===== config.mk =====
export PLATFORM = sky130hd
export DESIGN_NAME = lut_interp_pipe
export DESIGN_NICKNAME = d
export VERILOG_FILES = /design/src/rtl/lut_interp_pipe.sv
export SDC_FILE = /design/constraint.sdc
export NUM_CORES = 1
export LEC_CHECK = 0
export ABC_AREA = 1
export BUFFER_PORTS_ARGS = -buffer_cell sky130_fd_sc_hd__buf_2
export CAP_MARGIN = 25
export CORE_ASPECT_RATIO = 1.5
export CORE_UTILIZATION = 32
export CTS_CLUSTER_DIAMETER = 50
export DETAILED_ROUTE_END_ITERATION = 12
export SYNTH_ARGS = -nofsm -noshare
export SYNTH_HDL_FRONTEND = slang
export SYNTH_SLANG_ARGS = --single-unit

===== constraint.sdc =====
create_clock -name clk -period 5.9 [get_ports clk]
set_input_delay 0.295 -clock clk [delete_from_list [all_inputs] [get_ports clk]]
set_output_delay 0.295 -clock clk [all_outputs]
set_load 0.02 [all_outputs]

===== src/rtl/lut_interp_pipe.sv =====
// Three-stage piecewise-linear interpolator behind a base/next activation LUT.
// Define LUT_INTERP_ROUND_EN to round the fractional product half-up instead of flooring.
module lut_interp_pipe #(
    parameter int ADDR_W = 4,
    parameter int FRAC_W = 4,
    parameter int DATA_W = 8
) (
    input  logic                     clk,
    input  logic                     rst_n,
    input  logic                     in_valid,
    output logic                     in_ready,
    input  logic [ADDR_W+FRAC_W-1:0] x,
    output logic [ADDR_W-1:0]        lut_address,
    input  logic signed [DATA_W-1:0] lut_base,
    input  logic signed [DATA_W-1:0] lut_next,
    output logic                     out_valid,
    input  logic                     out_ready,
    output logic signed [DATA_W-1:0] y
);

    localparam int X_W = ADDR_W + FRAC_W;
    localparam int P_W = DATA_W + FRAC_W + 2;

    logic                     adv;

    logic                     s1_valid;
    logic [ADDR_W-1:0]        s1_addr;
    logic [FRAC_W-1:0]        s1_frac;

    logic                     s2_valid;
    logic signed [DATA_W-1:0] s2_base;
    logic signed [DATA_W:0]   s2_delta;
    logic [FRAC_W-1:0]        s2_frac;

    logic                     s3_valid;
    logic signed [DATA_W-1:0] s3_y;

    logic signed [DATA_W:0]   delta_c;
    logic signed [P_W-1:0]    prod;
    logic signed [P_W-1:0]    prod_adj;
    logic signed [P_W-1:0]    sh;

    // Whole pipeline advances together; it only freezes when the output is stuck.
    assign adv         = !s3_valid || out_ready;
    assign in_ready    = adv;
    assign lut_address = s1_addr;
    assign out_valid   = s3_valid;
    assign y           = s3_y;

    assign delta_c = (DATA_W+1)'(lut_next) - (DATA_W+1)'(lut_base);
    assign prod    = s2_delta * $signed({1'b0, s2_frac});

`ifdef LUT_INTERP_ROUND_EN
    localparam logic signed [P_W-1:0] HALF = P_W'(1) << (FRAC_W - 1);
    assign prod_adj = prod + HALF;
`else
    assign prod_adj = prod;
`endif

    assign sh = prod_adj >>> FRAC_W;

    always_ff @(posedge clk or negedge rst_n) begin
        if (!rst_n) begin
            s1_valid <= 1'b0;
            s1_addr  <= '0;
            s1_frac  <= '0;
            s2_valid <= 1'b0;
            s2_base  <= '0;
            s2_delta <= '0;
            s2_frac  <= '0;
            s3_valid <= 1'b0;
            s3_y     <= '0;
        end else if (adv) begin
            s1_valid <= in_valid;
            s1_addr  <= x[X_W-1:FRAC_W];
            s1_frac  <= x[FRAC_W-1:0];
            s2_valid <= s1_valid;
            s2_base  <= lut_base;
            s2_delta <= delta_c;
            s2_frac  <= s1_frac;
            s3_valid <= s2_valid;
            // Result lies between base and next, so dropping the upper bits is exact.
            s3_y     <= DATA_W'(s2_base + sh);
        end
    end

endmodule


# After elaboration in Yosys (flattened, before gate mapping)
# Index checks and enable logic that the tools add are counted.
[totals] regBits=40 in_bits=28 output_inout_bits=14 elab_cells=14
[classes] addsub=2 mul=1 reduce_logical=2
[op_table] cell="$mul A9 B5 Y12" n=1
[op_table] cell="$sub A8 B8 Y9" n=1
[op_table] cell="$add A8 B8 Y8" n=1
[op_table] cell="$logic_not A1 Y1" n=1
[op_table] cell="$logic_or A1 B1 Y1" n=1

# Logic depth before layout (Yosys ltp)
[logic_depth] ltp_word=2 depth_mapped=26 depth_no_buf=25

# Worst setup path after synthesis
# No wires, ideal clock.
[synth_path] path_kind="reg2reg" start="register s2_frac[2]" end="register s3_y[7], in the netlist y[7]" setup_ps=117 arrival_time_ps=3968 t_required_ps=5783 setup_slack_ps=1815 path_stages_with_launch=26 n_path_buf=1 synth_period_minus_slack_ps=4085 cell_sequence="dfrtp_1 > clkbuf_1 > nand2_1 > inv_1 > ha_1 > fa_1 > inv_1 > fa_1 > inv_1 > ha_1 > a21oi_1 > nor2_1 > nor2_1 > nand2_2 > a21oi_2 > xor2_1 > ha_1 > a21oi_1 > o21a_1 > nand2_1 > inv_1 > nand2_1 > nand2_1 > nand2_1 > nand3_1 > nand2_1"
[synth_via] elab_chain_len=2
[synth_lines] element="from (decl)" line_no="33" source="logic [FRAC_W-1:0] s2_frac;"
[synth_lines] element="from (signal assigned)" line_no="80" source="s2_frac <= s1_frac;"
[synth_lines] element="$mul A9 B5 Y12" line_no="51" source="assign prod = s2_delta * $signed({1'b0, s2_frac});"
[synth_lines] element="$add A8 B8 Y8" line_no="83" source="s3_y <= DATA_W'(s2_base + sh);"
[synth_lines] element="to (signal assigned)" line_no="83"
[synth_lines] element="to (decl)" line_no="36" source="logic signed [DATA_W-1:0] s3_y;"
# No other way between the ends.
# A chain may end at the register's enable or synchronous reset.

# Worst setup path in the final report
[layout_path] start="register s2_frac[2]" end="register s3_y[5], in the netlist y[5]"
# The elaborated chain is that of the path after synthesis.

==> impl_metrics.toml <==
[outcome]
status = "complete, no violations"

[finish]
drive_above_1_share = 0.132
fillers = 1103
num_antenna_cells = 0
stdcell_area_um2 = 3820
multi_input_area_um2 = 1940
instances_no_fill = 602
nNetsFinal = 563
regArea_um2 = 1000
syn2layout_area_growth_pct = 13.8

[logic_synthesis]
ys_warn_count = 0
yosysTopAreaCell = "dfrtp_1"
synth_edf_count = 0
ys_ff_latch = 40
syn_inst = 446
netlist.area_leader.share = 0.298
synth_area_um2 = 3360
syn_area_per_cell_um2 = 7.52
synth_cell_type_count = 33
syn_nets = 525
synthFlopType = "dfrtp_1"
synthArstFlopShare = 1.00
synth_area_leaders = "dfrtp_1 30%, nand2_1 16%, ha_1 13%"
synthMostInstantiatedCell = "nand2_1"
yosys-top-cells-count = "143 x nand2_1, 90 x inv_1, 40 x dfrtp_1"
ys_seq_area_frac = 0.298

[floorplanning]
row_count = 45
die_area_um2 = 10900
initial_core_util = 0.331
io_pins = 42
die_h_um = 127
design.core.area_um2 = 10100
die_w_um = 85.6

[timing]
hold_viol_final = 0
rsz0062_at_grt = "false"
slew_headroom = 0.344
period_needed_ps = 4500
fin_skew_ps = 1.63
fin_crit_sh = 0.763
worst_slew_pin_slew_ps = 983
max_freq_ghz = 0.222
fin_tns_setup_ps = 0
finalSetupViolations = 0
maxSlewViolCount = 0

[clock_network]
cts.sinks = 40
cts_root_buffer = "clkbuf_16"
h-tree-depth = 2
clk-insertion-delay-late_ps = 290
clkTransAtPathRegs_ps = 60
cts_resized = 0
cts_made_buffers = 5
cts_tree = "done"
max-clock-path-buffers = 2
cts_setup_buffers = 0

[worst_setup_path]
cpPeakStageDelay_ps = 560
cp.depth = 20
r2r_end = "y[5]$_DFFE_PN0P_"
r2r_slack_ps = 1400
cp_cell_sequence = "nand2_1, inv_1, ha_1, inv_1, fa_1, fa_1, inv_1, ha_1, a21oi_1, o21ai_2, a21oi_1, xnor2_1, ha_1, a21oi_1, nand2_1, nand2_1, nand2_1, a21oi_1, xor2_1, o21ai_0"
start_kind = "register"
arrival_ps = 4630
worstPathMaxFanout = 12
crit_family = "adder cells"
cp.required_ps = 6030
worst_path_max_delay_cell = "fa_1"
cp-end-kind = "register"
path_class = "reg -> reg"
reg2reg_depth = 20
critPathBufInv = 3
crit-reg2reg-launch = "s2_frac[2]$_DFFE_PN0P_"

[detailed_routing]
drt_iter0_drc = 88
firstDrtPassIters = 4
via_per_inst = 4.68
drc = 0
routedWlPerCell_um = 12.3
vias = 2818
final_antenna_net_count = 0
wirelength_mm = 7.42

[placement]
dp_hpwl_mm = 5.89
io_buffers = 41
dpl_cell_area_um2 = 3640
dpl.cell_count = 592
gp_congestion = 0.880

[global_routing]
antenna_found_initial = 0
grt_first_pass_wirelength_mm = 13.3
grtUsageTotal = 0.155
grt_max_degree = 50
gr-total-overflow = 0
grt_pass1_vias = 2965

[run]
cap_violations = 0

[min_path]
min_to = "s1_frac[2]$_DFFE_PN0P_"
worstHoldStart = "x[2]"
min_path_cells = 3
hp-class = "in -> reg"
==> per-stage QoR <==
step                       util  hold WS (ps)  setup slack, ps
final                     0.377           205             1400
after global routing      0.377           217             1060
after CTS                 0.374           196             1440
after detailed placement  0.359           436             1460
after global placement    0.359           433             1420
after floorplan               -        -0.591             1810
==> final cells by class <==
class	count	area share
inverters	93	0.0914
multi-input cells	301	0.507
flip-flops and latches	40	0.262
clock inverters	1	0.00197
clock buffers	7	0.0373
repair buffers	43	0.0616
well taps	117	0.0383
==> cells by family (layout without fill, tap and decap cells) <==
family / after synthesis / count (layout) / synth area share
buf+inv: 105 / 144 / 0.126
fa+ha+maj: 51 / 51 / 0.228
flops: 40 / 40 / 0.298
simple gates: 182 / 182 / 0.222
xor+xnor: 12 / 12 / 0.0313
compound gates: 56 / 56 / 0.0936
==> worst max path at each step <==
stage                            from               end
2_1_floorplan  s2_frac[2]$_DFFE_PN0P_  y[7]$_DFFE_PN0P_
3_3_place_gp   s2_frac[2]$_DFFE_PN0P_  y[6]$_DFFE_PN0P_
3_5_place_dp   s2_frac[2]$_DFFE_PN0P_  y[5]$_DFFE_PN0P_
4_1_cts        s2_frac[2]$_DFFE_PN0P_  y[5]$_DFFE_PN0P_
5_1_grt        s2_frac[2]$_DFFE_PN0P_  y[6]$_DFFE_PN0P_
6_report       s2_frac[2]$_DFFE_PN0P_  y[5]$_DFFE_PN0P_
==> per-layer routing <==
| metal | vias up | track usage | share of wire |
|---|---|---|---|
| met4 | 0 | 0.0745 | 0.029 |
| met5 | - | 0 | 0 |
| met2 | 43 | 0.283 | 0.53 |
| met3 | 14 | 0.0213 | 0.023 |
| li1 | 1436 | - | - |
| met1 | 1325 | 0.174 | 0.42 |
==> tightest hold or removal path, delay by kind of cell <==
family / cells / cell delay [ps]
and+or+nand+nor: 2 / 90
buffers and inverters: 1 / 70
==> flip-flops by register name (all words and copies together) (netlist names) <==
| name | count |
|---|---|
| s2_valid | 1 |
| y | 8 |
| s1_frac | 4 |
| s2_frac | 4 |
| lut_address | 4 |
| s1_valid | 1 |
| s2_base | 8 |
| s2_delta | 9 |
| out_valid | 1 |
==> timing repair <==
action,CTS,global route
hold endpoints to repair,0,1
hold buffers,0,1
endpoints found under the setup margin,0,0
==> cell usage in the layout (no fill, tap or decap), types with 3 or more instances in the layout <==
cell type / instances
nand3_1: 12
buf_2: 41
ha_1: 34
fa_1: 17
inv_1: 90
xor2_1: 9
nand2_1: 143
clkbuf_16: 5
inv_2: 3
dfrtp_1: 40
xnor2_1: 3
nand2_2: 3
a21oi_1: 17
nor2_1: 14
o21ai_0: 27
Power is left out: the tool's default activity adds up to more than one toggle a clock period on the data nets, which glitch-free logic cannot reach.
